<file path="src/rtl/result_collector_pkg.sv">
// rtl/result_collector_pkg.sv - shared systolic-array constants, capture states and lane-width helper
package result_collector_pkg;

    localparam int SA_DATA_WIDTH = 16;
    localparam int SA_NUM_PE     = 8;
    // Cycles from launch to PE0's first valid result.
    localparam int PE_OFFSET     = 2;

    typedef enum logic {
        ST_IDLE,
        ST_CAPTURE
    } cap_state_e;

    function automatic int lane_width(input int n);
        return (n > 1) ? $clog2(n) : 1;
    endfunction

endpackage

</file>
<file path="src/rtl/result_collector_if.sv">
// rtl/result_collector_if.sv - launch, PE result and serial output signals of the result collector
interface result_collector_if #(
    parameter int DATA_WIDTH = result_collector_pkg::SA_DATA_WIDTH,
    parameter int NUM_PE     = result_collector_pkg::SA_NUM_PE
) ();
    localparam int LANE_W = result_collector_pkg::lane_width(NUM_PE);

    logic                         launch_i;
    logic                         launch_ready_o;
    logic [NUM_PE*DATA_WIDTH-1:0] pe_out_i;
    logic                         out_valid_o;
    logic                         out_ready_i;
    logic [DATA_WIDTH-1:0]        out_data_o;
    logic [LANE_W-1:0]            out_lane_o;
    logic                         out_last_o;
    logic                         busy_o;

    modport master (
        output launch_i, pe_out_i, out_ready_i,
        input  launch_ready_o, out_valid_o, out_data_o, out_lane_o, out_last_o, busy_o
    );

    modport slave (
        input  launch_i, pe_out_i, out_ready_i,
        output launch_ready_o, out_valid_o, out_data_o, out_lane_o, out_last_o, busy_o
    );

endinterface

</file>
<file path="src/rtl/result_collector_row_fifo.sv">
// rtl/result_collector_row_fifo.sv - row_fifo: circular buffer of complete result rows
module row_fifo #(
    parameter int ROW_WIDTH = 128,
    parameter int ROW_DEPTH = 2
) (
    input  logic                           clk,
    input  logic                           reset,
    input  logic                           push,
    input  logic [ROW_WIDTH-1:0]           push_row,
    input  logic                           pop,
    output logic [ROW_WIDTH-1:0]           head_row,
    output logic [$clog2(ROW_DEPTH+1)-1:0] count
);
    localparam int PTR_W = (ROW_DEPTH > 1) ? $clog2(ROW_DEPTH) : 1;
    localparam int CNT_W = $clog2(ROW_DEPTH+1);

    logic [ROW_WIDTH-1:0] mem [ROW_DEPTH];
    logic [PTR_W-1:0]     wr_ptr;
    logic [PTR_W-1:0]     rd_ptr;
    logic                 do_push;
    logic                 do_pop;

    function automatic logic [PTR_W-1:0] next_ptr(input logic [PTR_W-1:0] p);
        return (p == PTR_W'(ROW_DEPTH-1)) ? '0 : p + PTR_W'(1);
    endfunction

    // A push into a full FIFO is only legal when the head leaves in the same cycle.
    assign do_pop  = pop && (count != '0);
    assign do_push = push && ((count < CNT_W'(ROW_DEPTH)) || do_pop);

    always_ff @(posedge clk or negedge reset) begin
        if (!reset) begin
            wr_ptr <= '0;
            rd_ptr <= '0;
            count  <= '0;
            for (int i = 0; i < ROW_DEPTH; i++) begin
                mem[i] <= '0;
            end
        end else begin
            if (do_push) begin
                mem[wr_ptr] <= push_row;
                wr_ptr      <= next_ptr(wr_ptr);
            end
            if (do_pop) begin
                rd_ptr <= next_ptr(rd_ptr);
            end
            case ({do_push, do_pop})
                2'b10:   count <= count + CNT_W'(1);
                2'b01:   count <= count - CNT_W'(1);
                default: count <= count;
            endcase
        end
    end

    assign head_row = mem[rd_ptr];

endmodule

</file>
<file path="src/rtl/result_collector.sv">
// rtl/result_collector.sv - captures skewed PE outputs into rows and serializes them lane by lane
module result_collector
    import result_collector_pkg::*;
#(
    parameter int DATA_WIDTH = SA_DATA_WIDTH,
    parameter int NUM_PE     = SA_NUM_PE,
    parameter int ROW_DEPTH  = 2
) (
    input  logic               clk,
    input  logic               reset,
    result_collector_if.slave  bus
);
    localparam int ROW_W      = NUM_PE * DATA_WIDTH;
    localparam int LANE_W     = lane_width(NUM_PE);
    localparam int CNT_W      = $clog2(NUM_PE + PE_OFFSET + 1);
    localparam int FIFO_CNT_W = $clog2(ROW_DEPTH + 1);
    localparam logic [CNT_W-1:0]  LAST_CNT  = CNT_W'(NUM_PE + PE_OFFSET - 1);
    localparam logic [LANE_W-1:0] LAST_LANE = LANE_W'(NUM_PE - 1);

    cap_state_e            state;
    logic [CNT_W-1:0]      cnt;
    logic [ROW_W-1:0]      staging;
    logic [ROW_W-1:0]      push_row;
    logic [ROW_W-1:0]      head_row;
    logic [FIFO_CNT_W-1:0] fifo_count;
    logic [LANE_W-1:0]     lane_idx;
    logic                  launch_ready;
    logic                  push;
    logic                  pop;
    logic                  out_valid;
    logic                  at_last_lane;
    logic                  handshake;

    assign launch_ready = (state == ST_IDLE) && (fifo_count < FIFO_CNT_W'(ROW_DEPTH));
    assign push         = (state == ST_CAPTURE) && (cnt == LAST_CNT);

    // The last lane arrives in the push cycle, so it bypasses the staging row.
    always_comb begin
        push_row = staging;
        push_row[(NUM_PE-1)*DATA_WIDTH +: DATA_WIDTH] = bus.pe_out_i[(NUM_PE-1)*DATA_WIDTH +: DATA_WIDTH];
    end

    always_ff @(posedge clk or negedge reset) begin
        if (!reset) begin
            state   <= ST_IDLE;
            cnt     <= '0;
            staging <= '0;
        end else begin
            case (state)
                ST_IDLE: begin
                    if (bus.launch_i && launch_ready) begin
                        state <= ST_CAPTURE;
                        cnt   <= CNT_W'(1);
                    end
                end
                ST_CAPTURE: begin
                    for (int k = 0; k < NUM_PE - 1; k++) begin
                        if (cnt == CNT_W'(k + PE_OFFSET)) begin
                            staging[k*DATA_WIDTH +: DATA_WIDTH] <= bus.pe_out_i[k*DATA_WIDTH +: DATA_WIDTH];
                        end
                    end
                    if (cnt == LAST_CNT) begin
                        state <= ST_IDLE;
                        cnt   <= '0;
                    end else begin
                        cnt <= cnt + CNT_W'(1);
                    end
                end
                default: begin
                    state <= ST_IDLE;
                    cnt   <= '0;
                end
            endcase
        end
    end

    row_fifo #(
        .ROW_WIDTH (ROW_W),
        .ROW_DEPTH (ROW_DEPTH)
    ) u_row_fifo (
        .clk      (clk),
        .reset    (reset),
        .push     (push),
        .push_row (push_row),
        .pop      (pop),
        .head_row (head_row),
        .count    (fifo_count)
    );

    assign out_valid    = (fifo_count != '0);
    assign at_last_lane = (lane_idx == LAST_LANE);
    assign handshake    = out_valid && bus.out_ready_i;
    assign pop          = handshake && at_last_lane;

    always_ff @(posedge clk or negedge reset) begin
        if (!reset) begin
            lane_idx <= '0;
        end else if (handshake) begin
            lane_idx <= at_last_lane ? '0 : lane_idx + LANE_W'(1);
        end
    end

    assign bus.launch_ready_o = launch_ready;
    assign bus.out_valid_o    = out_valid;
    assign bus.out_data_o     = head_row[lane_idx*DATA_WIDTH +: DATA_WIDTH];
    assign bus.out_lane_o     = lane_idx;
    assign bus.out_last_o     = out_valid && at_last_lane;
    assign bus.busy_o         = (state == ST_CAPTURE) || out_valid;

endmodule

</file>
<file path="src/flat_wrapper.sv">
// flat-port wrapper written by rule: the top's interface ports become plain ports
module result_collector_flat import result_collector_pkg::*;
#(
    parameter int DATA_WIDTH = SA_DATA_WIDTH,
    parameter int NUM_PE     = SA_NUM_PE,
    parameter int ROW_DEPTH  = 2
)
  (clk, reset, bus_launch_i, bus_pe_out_i, bus_out_ready_i, bus_launch_ready_o, bus_out_valid_o, bus_out_data_o, bus_out_lane_o, bus_out_last_o, bus_busy_o);
  result_collector_if #(.DATA_WIDTH(DATA_WIDTH), .NUM_PE(NUM_PE)) bus_i ();
  input  logic clk;
  input  logic reset;
  input wire logic [$bits(bus_i.launch_i)-1:0] bus_launch_i;
  input wire logic [$bits(bus_i.pe_out_i)-1:0] bus_pe_out_i;
  input wire logic [$bits(bus_i.out_ready_i)-1:0] bus_out_ready_i;
  output wire logic [$bits(bus_i.launch_ready_o)-1:0] bus_launch_ready_o;
  output wire logic [$bits(bus_i.out_valid_o)-1:0] bus_out_valid_o;
  output wire logic [$bits(bus_i.out_data_o)-1:0] bus_out_data_o;
  output wire logic [$bits(bus_i.out_lane_o)-1:0] bus_out_lane_o;
  output wire logic [$bits(bus_i.out_last_o)-1:0] bus_out_last_o;
  output wire logic [$bits(bus_i.busy_o)-1:0] bus_busy_o;
  assign bus_i.launch_i = bus_launch_i;
  assign bus_i.pe_out_i = bus_pe_out_i;
  assign bus_i.out_ready_i = bus_out_ready_i;
  assign bus_launch_ready_o = bus_i.launch_ready_o;
  assign bus_out_valid_o = bus_i.out_valid_o;
  assign bus_out_data_o = bus_i.out_data_o;
  assign bus_out_lane_o = bus_i.out_lane_o;
  assign bus_out_last_o = bus_i.out_last_o;
  assign bus_busy_o = bus_i.busy_o;
  result_collector #(.DATA_WIDTH(DATA_WIDTH), .NUM_PE(NUM_PE), .ROW_DEPTH(ROW_DEPTH)) u_core (.clk(clk), .reset(reset), .bus(bus_i));
endmodule
</file>
<file path="config.mk">
export PLATFORM = sky130hd
export DESIGN_NAME = result_collector_flat
export DESIGN_NICKNAME = d
export VERILOG_FILES = /design/src/rtl/result_collector_pkg.sv /design/src/rtl/result_collector_if.sv /design/src/rtl/result_collector_row_fifo.sv /design/src/rtl/result_collector.sv /design/src/flat_wrapper.sv
export SDC_FILE = /design/constraint.sdc
export NUM_CORES = 1
export LEC_CHECK = 0
export CORE_MARGIN = 5
export CORE_UTILIZATION = 55
export CTS_CLUSTER_SIZE = 40
export DETAILED_ROUTE_END_ITERATION = 6
export PLACE_DENSITY = 0.77
export SLEW_MARGIN = 15
export SYNTH_ARGS = -nofsm -noshare
export SYNTH_HDL_FRONTEND = slang
export SYNTH_SLANG_ARGS = --single-unit
</file>
<file path="constraint.sdc">
create_clock -name clk -period 5.9 [get_ports clk]
set_clock_uncertainty 0.05 [all_clocks]
set_input_delay 1.18 -clock clk [delete_from_list [all_inputs] [get_ports clk]]
set_output_delay 1.18 -clock clk [all_outputs]
set_load 0.05 [all_outputs]
</file>
Word level (Yosys, flattened, before mapping)
Index checks and enable logic that the tools add are counted.
{"block": "word_totals", "register_bits": 380, "in_bits": 132, "out_inout_bits": 23, "elab_cells": 77}
{"block": "classes", "add_sub_neg": 6, "magnitude_cmp": 4, "eq_ne": 12, "shifts": 1, "n_mux": 16, "bitwise": 3, "reduce_logical": 20}
{"operator": "2-to-1 mux 128 bit", "n": 4}
{"operator": "bitwise mux 256 bit", "n": 1}
{"operator": "demux 128 bit (select 1 bit)", "n": 1}
{"operator": "indexed part select 128 x 8 -> 16 bit", "n": 1}
{"operator": "equality test 4 x 3 -> 1 bit, second input constant", "n": 4}
{"operator": "AND reduction 2 bit", "n": 7}
{"operator": "logical AND 1 bit", "n": 9}
{"operator": "equality test 4 x 2 -> 1 bit, second input constant", "n": 2}
{"operator": "equality test 4 bit, second input constant", "n": 2}
{"operator": "2-to-1 mux 4 bit", "n": 2}
{"operator": "one-hot mux 4 bit (2 select lines)", "n": 1}
{"operator": "adder 4 x 1 -> 4 bit, second input constant", "n": 1}
{"operator": "greater-or-equal comparator 2 bit, second input constant", "n": 2}
{"operator": "2-to-1 mux 1 bit", "n": 4}
{"operator": "inverter 1 -> 2 bit", "n": 2}
{"operator": "one-hot mux 2 bit (2 select lines)", "n": 1}
{"operator": "nonzero test 2 bit", "n": 2}
{"operator": "adder 3 x 1 -> 3 bit, second input constant", "n": 1}
{"operator": "equality test 3 bit, second input constant", "n": 1}
{"operator": "2-to-1 mux 3 bit", "n": 1}
{"operator": "adder 1 bit, second input constant", "n": 2}
{"operator": "adder 2 x 1 -> 2 bit, second input constant", "n": 1}
{"operator": "equality test 2 x 1 -> 1 bit, second input constant", "n": 1}
{"operator": "equality test 2 bit, second input constant", "n": 1}
{"operator": "other kinds (7)", "n": 8}

Logic depth before layout (Yosys ltp)
{"block": "logic_depth", "ltp_word": 8, "depth_mapped": 8, "mapped_depth_nobuf": 8}

Cells and area by module
Synthesis repeated with hierarchy kept, for this count alone.
{"block": "unflattened", "hier_cells": 1042, "area_unflattened_um2": 17812.1}
{"module": "row_fifo", "n_inst": 1, "cells_per_inst": 698, "area_each_um2": 12180.4, "seq_area_each_um2": 6506.2}
{"module": "result_collector", "n_inst": 1, "cells_per_inst": 344, "area_each_um2": 5631.7, "seq_area_each_um2": 3002.9}

Least setup slack after synthesis
OpenSTA, ideal clock, no wires.
{"block": "synth_timing", "path_type": "reg-to-output", "startpoint": "reg u_core.lane_idx[0], in the netlist u_core.bus.out_lane_o[0]", "endpoint": "out bus_out_data_o[11]", "t_arrival_ns": 2.203, "setup_slack_ns": 2.467, "path_stages_with_launch": 6, "n_path_buf": 2, "cell_sequence": "dfrtp_1 -> clkbuf_1 -> buf_1 -> mux4_2 -> a22oi_1 -> nand2_1"}
{"block": "synth_between", "elab_chain_cells": 1}
{"item": "from (decl)", "line_no": "result_collector.sv:26", "rtl": "logic [LANE_W-1:0] lane_idx;"}
{"item": "from (signal assigned)", "line_no": "result_collector.sv:99", "rtl": "lane_idx <= at_last_lane ? '0 : lane_idx + LANE_W'(1);"}
{"item": "indexed part select 128 x 8 -> 16 bit", "line_no": "result_collector.sv:105", "rtl": "assign bus.out_data_o = head_row[lane_idx*DATA_WIDTH +: DATA_WIDTH];"}
{"item": "to (decl)", "line_no": "flat_wrapper.sv:17", "rtl": "output wire logic [$bits(bus_i.out_data_o)-1:0] bus_out_data_o;"}
No other way between the ends.

Worst setup path after layout
{"block": "layout_timing", "startpoint": "reg u_core.u_row_fifo.rd_ptr", "endpoint": "out bus_out_data_o[9]"}
{"block": "layout_between", "elab_chain_cells": 5}
{"item": "from (decl)", "line_no": "result_collector_row_fifo.sv:19", "rtl": "logic [PTR_W-1:0] rd_ptr;"}
{"item": "from (signal assigned)", "line_no": "result_collector_row_fifo.sv:45", "rtl": "rd_ptr <= next_ptr(rd_ptr);"}
{"item": "inverter 1 -> 2 bit (not written as such)", "line_no": "result_collector_row_fifo.sv:55", "rtl": "assign head_row = mem[rd_ptr];"}
{"item": "2-to-1 mux 128 bit (not written as such) (3 in series)", "line_no": "result_collector_row_fifo.sv:55"}
{"item": "indexed part select 128 x 8 -> 16 bit", "line_no": "result_collector.sv:105"}
No other way between the ends. The select of a mux whose other input is x is not followed.

==> summary.txt <==
Yosys
  – Syn nets: roughly 1,100
  – Netlist cell types: 40
  – Synth Cell Area: 16,400 um2
  – Register area share after synthesis: 58.0%
  – Syn Inst Count: 982
  – Syn. warnings: 0
  – Seq cells post-synth: 380
  – Synthesized area per cell: 16.7 um2

CTS
  – Post-CTS Setup Bufs: 0
  – CTS clk-pin slew, worst paths: 60 ps
  – Clk buf depth: 3
  – Hold_buf cts: 0
  – Total CTS buffers: 40
  – Clock net sink count: 380
  – H-tree lvl count: 2
  – Number of gates resized after CTS: 0
  – CTS tree: yes
  – Root buffer cell: clkbuf_16
  – Latest clock arrival within the worst-skew pair: 520 ps

Detailed routing
  – Residual DRC: 0
  – Wire per inst: 23.5 um
  – First-pass iteration count of the detailed router: 7
  – Routed wire length: 36.5 mm
  – Total number of vias: 9,014
  – Vias per inst: 5.82
  – Antenna Nets Post-Route: 0
  – Drt first-iter violations: 599

STA
  – Setup TNS: 0 ps
  – Final hold vios: 0
  – Setup violators final: 0
  – Final Slew Violations: 0
  – Slew @ Worst Pin: around 1200 ps
  – Period utilization: 79.5%
  – RSZ-0062 raised after global routing: false
  – Slew headroom: between 20% and 30%
  – Fin crit period: 4690 ps
  – FMAX: 0.213 GHz

Worst setup path
  – Critical Path Start Type: flop
  – Slowest-stage cell, CP: dfrtp_4
  – R2R Setup Slk: between 2000 and 3000 ps
  – Crit end category: primary output
  – Req. time, crit path: 4670 ps
  – Cells on worst reg2reg path: 7
  – Origin of the critical flop-to-flop path: u_core.bus.out_lane_o[0]
  – WP data arrival: 3460 ps
  – Worst Setup SP: u_core.u_row_fifo.rd_ptr
  – Worst-path fanout max: 35
  – Number of buffer and inverter stages on the critical path: 1
  – Stages on worst setup path: 4
  – Worst R2R End: u_core.u_row_fifo.mem[254]
  – Crit path capture: bus_out_data_o[9]
  – Crit-path max cell delay: 880 ps
  – Top delay family on crit path: flip-flops
  – Crit path kind: reg2out
  – Worst-path cell chain: mux4_2 > a22oi_1 > nand2_1 > clkdlybuf4s50_1

Floorplanning
  – Die Area: 33,300 um2
  – Die height: approximately 180 um
  – Die X: 183 um
  – Area of the core: 29,600 um2
  – Row cnt: 63
  – Io pins: around 160
  – Starting density of the core: a little under three fifths

Worst hold path
  – Hold Path Class: reg2reg
  – Hold path start: u_core.u_row_fifo.mem[189]

GRT
  – Largest net degree at the start of global routing: 131
  – Vias in the first global route: 10,011
  – GRT overflow: 0
  – First-pass GRT wire length: between 50 and 60 mm
  – Initial antenna violation count: 4
  – Total track usage: 22.3%

Placement
  – Placer Congestion: roughly 0.83
  – IO buf count: 154
  – HPWL Detailed: around 25 mm

Power and ir drop
  – Power consumption: 9.24 mW
  – Share of power burned in registers: 45.6%
  – Sw Share: 31.4%
  – Cell Int Power: about 6.3 mW
  – Net Sw Power: 2.90 mW
  – Max VDD drop: ~0.00037 V
  – Leakage: about 9 nW
  – Clock share of power: 26.9%
  – Logic pwr share: a little over a quarter
  – Power per standard cell area: 476 nW/um2

Run
  – Max Cap Viol: 0

Cells and area
  – Layout cells sized above 1: 34.3%
  – Nets: 1,266
  – Synth-to-layout area growth: 18.5%
  – Multi-input logic area: 6370 um2
  – Fillers: between 2,000 and 2,500
  – Register area: 9510 um2

Outcome
  – Outcome: finished, final reports clean
-- cell families after synthesis --
family / Yosys count / synth area share, %
XOR/XNOR: 5 / 0.267
buffers and inverters: 63 / 3.12
AO/OA/AOI/OAI: 44 / 1.98
multiplexers: 434 / 34.5
AND/OR/NAND/NOR: 53 / 1.91
adder cells (fa/ha/maj): 3 / 0.229
flip-flops: 380 / 58.0
-- cell usage in the layout (no fill, tap or decap), drive strengths merged, types with 3 or more instances in the layout --
cell type	Yosys	final
o21ai	5	5
buf	50	14
clkinv	0	3
nand2	24	24
mux2	369	369
nor3b	3	3
clkdlybuf4s50	0	153
nand3	3	3
dfrtp	380	380
inv	3	4
nor2	9	9
nand3b	3	3
a22oi	32	32
mux4	64	64
nor2b	4	4
ha	3	3
xnor2	4	4
clkbuf	10	62
-- how the worst min path moves through the flow --
stage	endpoint	slack (ps)	cells past startpoint
6_report	u_core.u_row_fifo.mem[189]	430	1
5_1_grt	u_core.u_row_fifo.mem[176]	440	1
4_1_cts	u_core.u_row_fifo.mem[176]	430	1
3_5_place_dp	u_core.u_row_fifo.mem[176]	420	1
3_3_place_gp	u_core.u_row_fifo.mem[158]	410	1
2_1_floorplan	u_core.u_row_fifo.mem[144]	400	1
-- state kept, by name, indices dropped and copies added, names as in the netlist --
signal                    count
u_core.push_row             112
u_core.cnt                    4
u_core.state                  1
u_core.u_row_fifo.count       2
u_core.u_row_fifo.mem       256
u_core.bus.out_lane_o         3
u_core.u_row_fifo.rd_ptr      1
u_core.u_row_fifo.wr_ptr      1
-- per-layer routing --
layer,up-vias,global-route usage (%),part of all wire (%)
met4,6,4.68,1.7
met5,-,0,0.12
met2,245,37.5,51
li1,3936,-,-
met3,58,6.22,7.3
met1,4769,29.6,40
-- stage by stage --
| stage | hold WS [ps] | setup WS, ps | std cells | utilization [%] | cell area (um2) |
|---|---|---|---|---|---|
| global placement | 412 | 1770 | 1479 | 61.2 | 18100 |
| CTS | 432 | 1190 | 1549 | 65.7 | 19400 |
| floorplan | 402 | 2470 | 982 | - | 16400 |
| finish | 432 | 1210 | 1550 | 65.7 | 19400 |
| global route | 443 | 1010 | 1549 | 65.7 | 19400 |
| detailed placement | 419 | 1770 | 1479 | 61.2 | 18100 |
-- synthesized netlist by cell type (all sizes together) --
library cell	count	area, um2
o21ai	5	25.0
nand3	3	20.0
and2	2	12.5
o22ai	1	6.26
nand3b	3	38.8
nor3b	3	43.8
xor2	1	8.76
dfrtp	380	9510
nor2	9	52.6
mux4	64	1440
ha	3	37.5
xnor2	4	35.0
nor3	1	5.00
nand2	24	90.1
nor2b	4	25.0
nand2b	1	6.26
or3	2	12.5
a21o	1	7.51
mux2i	1	10.0
a22o	2	17.5
buf	50	463
a21oi	2	10.0
inv	3	11.3
or2	1	6.26
mux2	369	4190
a22oi	32	240
a211o	1	17.5
clkbuf	10	37.5
-- cell type report --
cell class                      instances  area share, %
Multi-Input combinational cell        539           32.8
Tap cell                              390           2.51
Clock inverter                          8          0.509
Timing Repair Buffer                  167           8.79
Sequential cell                       380           49.0
Clock buffer                           62           6.26
Antenna cell                            1         0.0129
Inverter                                3         0.0580
-- power groups by stage --
stage / clock, mW / combinational, mW / sequential, mW
global route: 2.67 / 2.72 / 4.33
detailed placement: 0 / 2.54 / 4.26
global placement: 0 / 2.48 / 4.23
CTS: 2.55 / 2.56 / 4.23
finish: 2.49 / 2.54 / 4.22
floorplan: 0 / 2.00 / 3.85
Note: power is estimated with default switching activity, not from simulation.
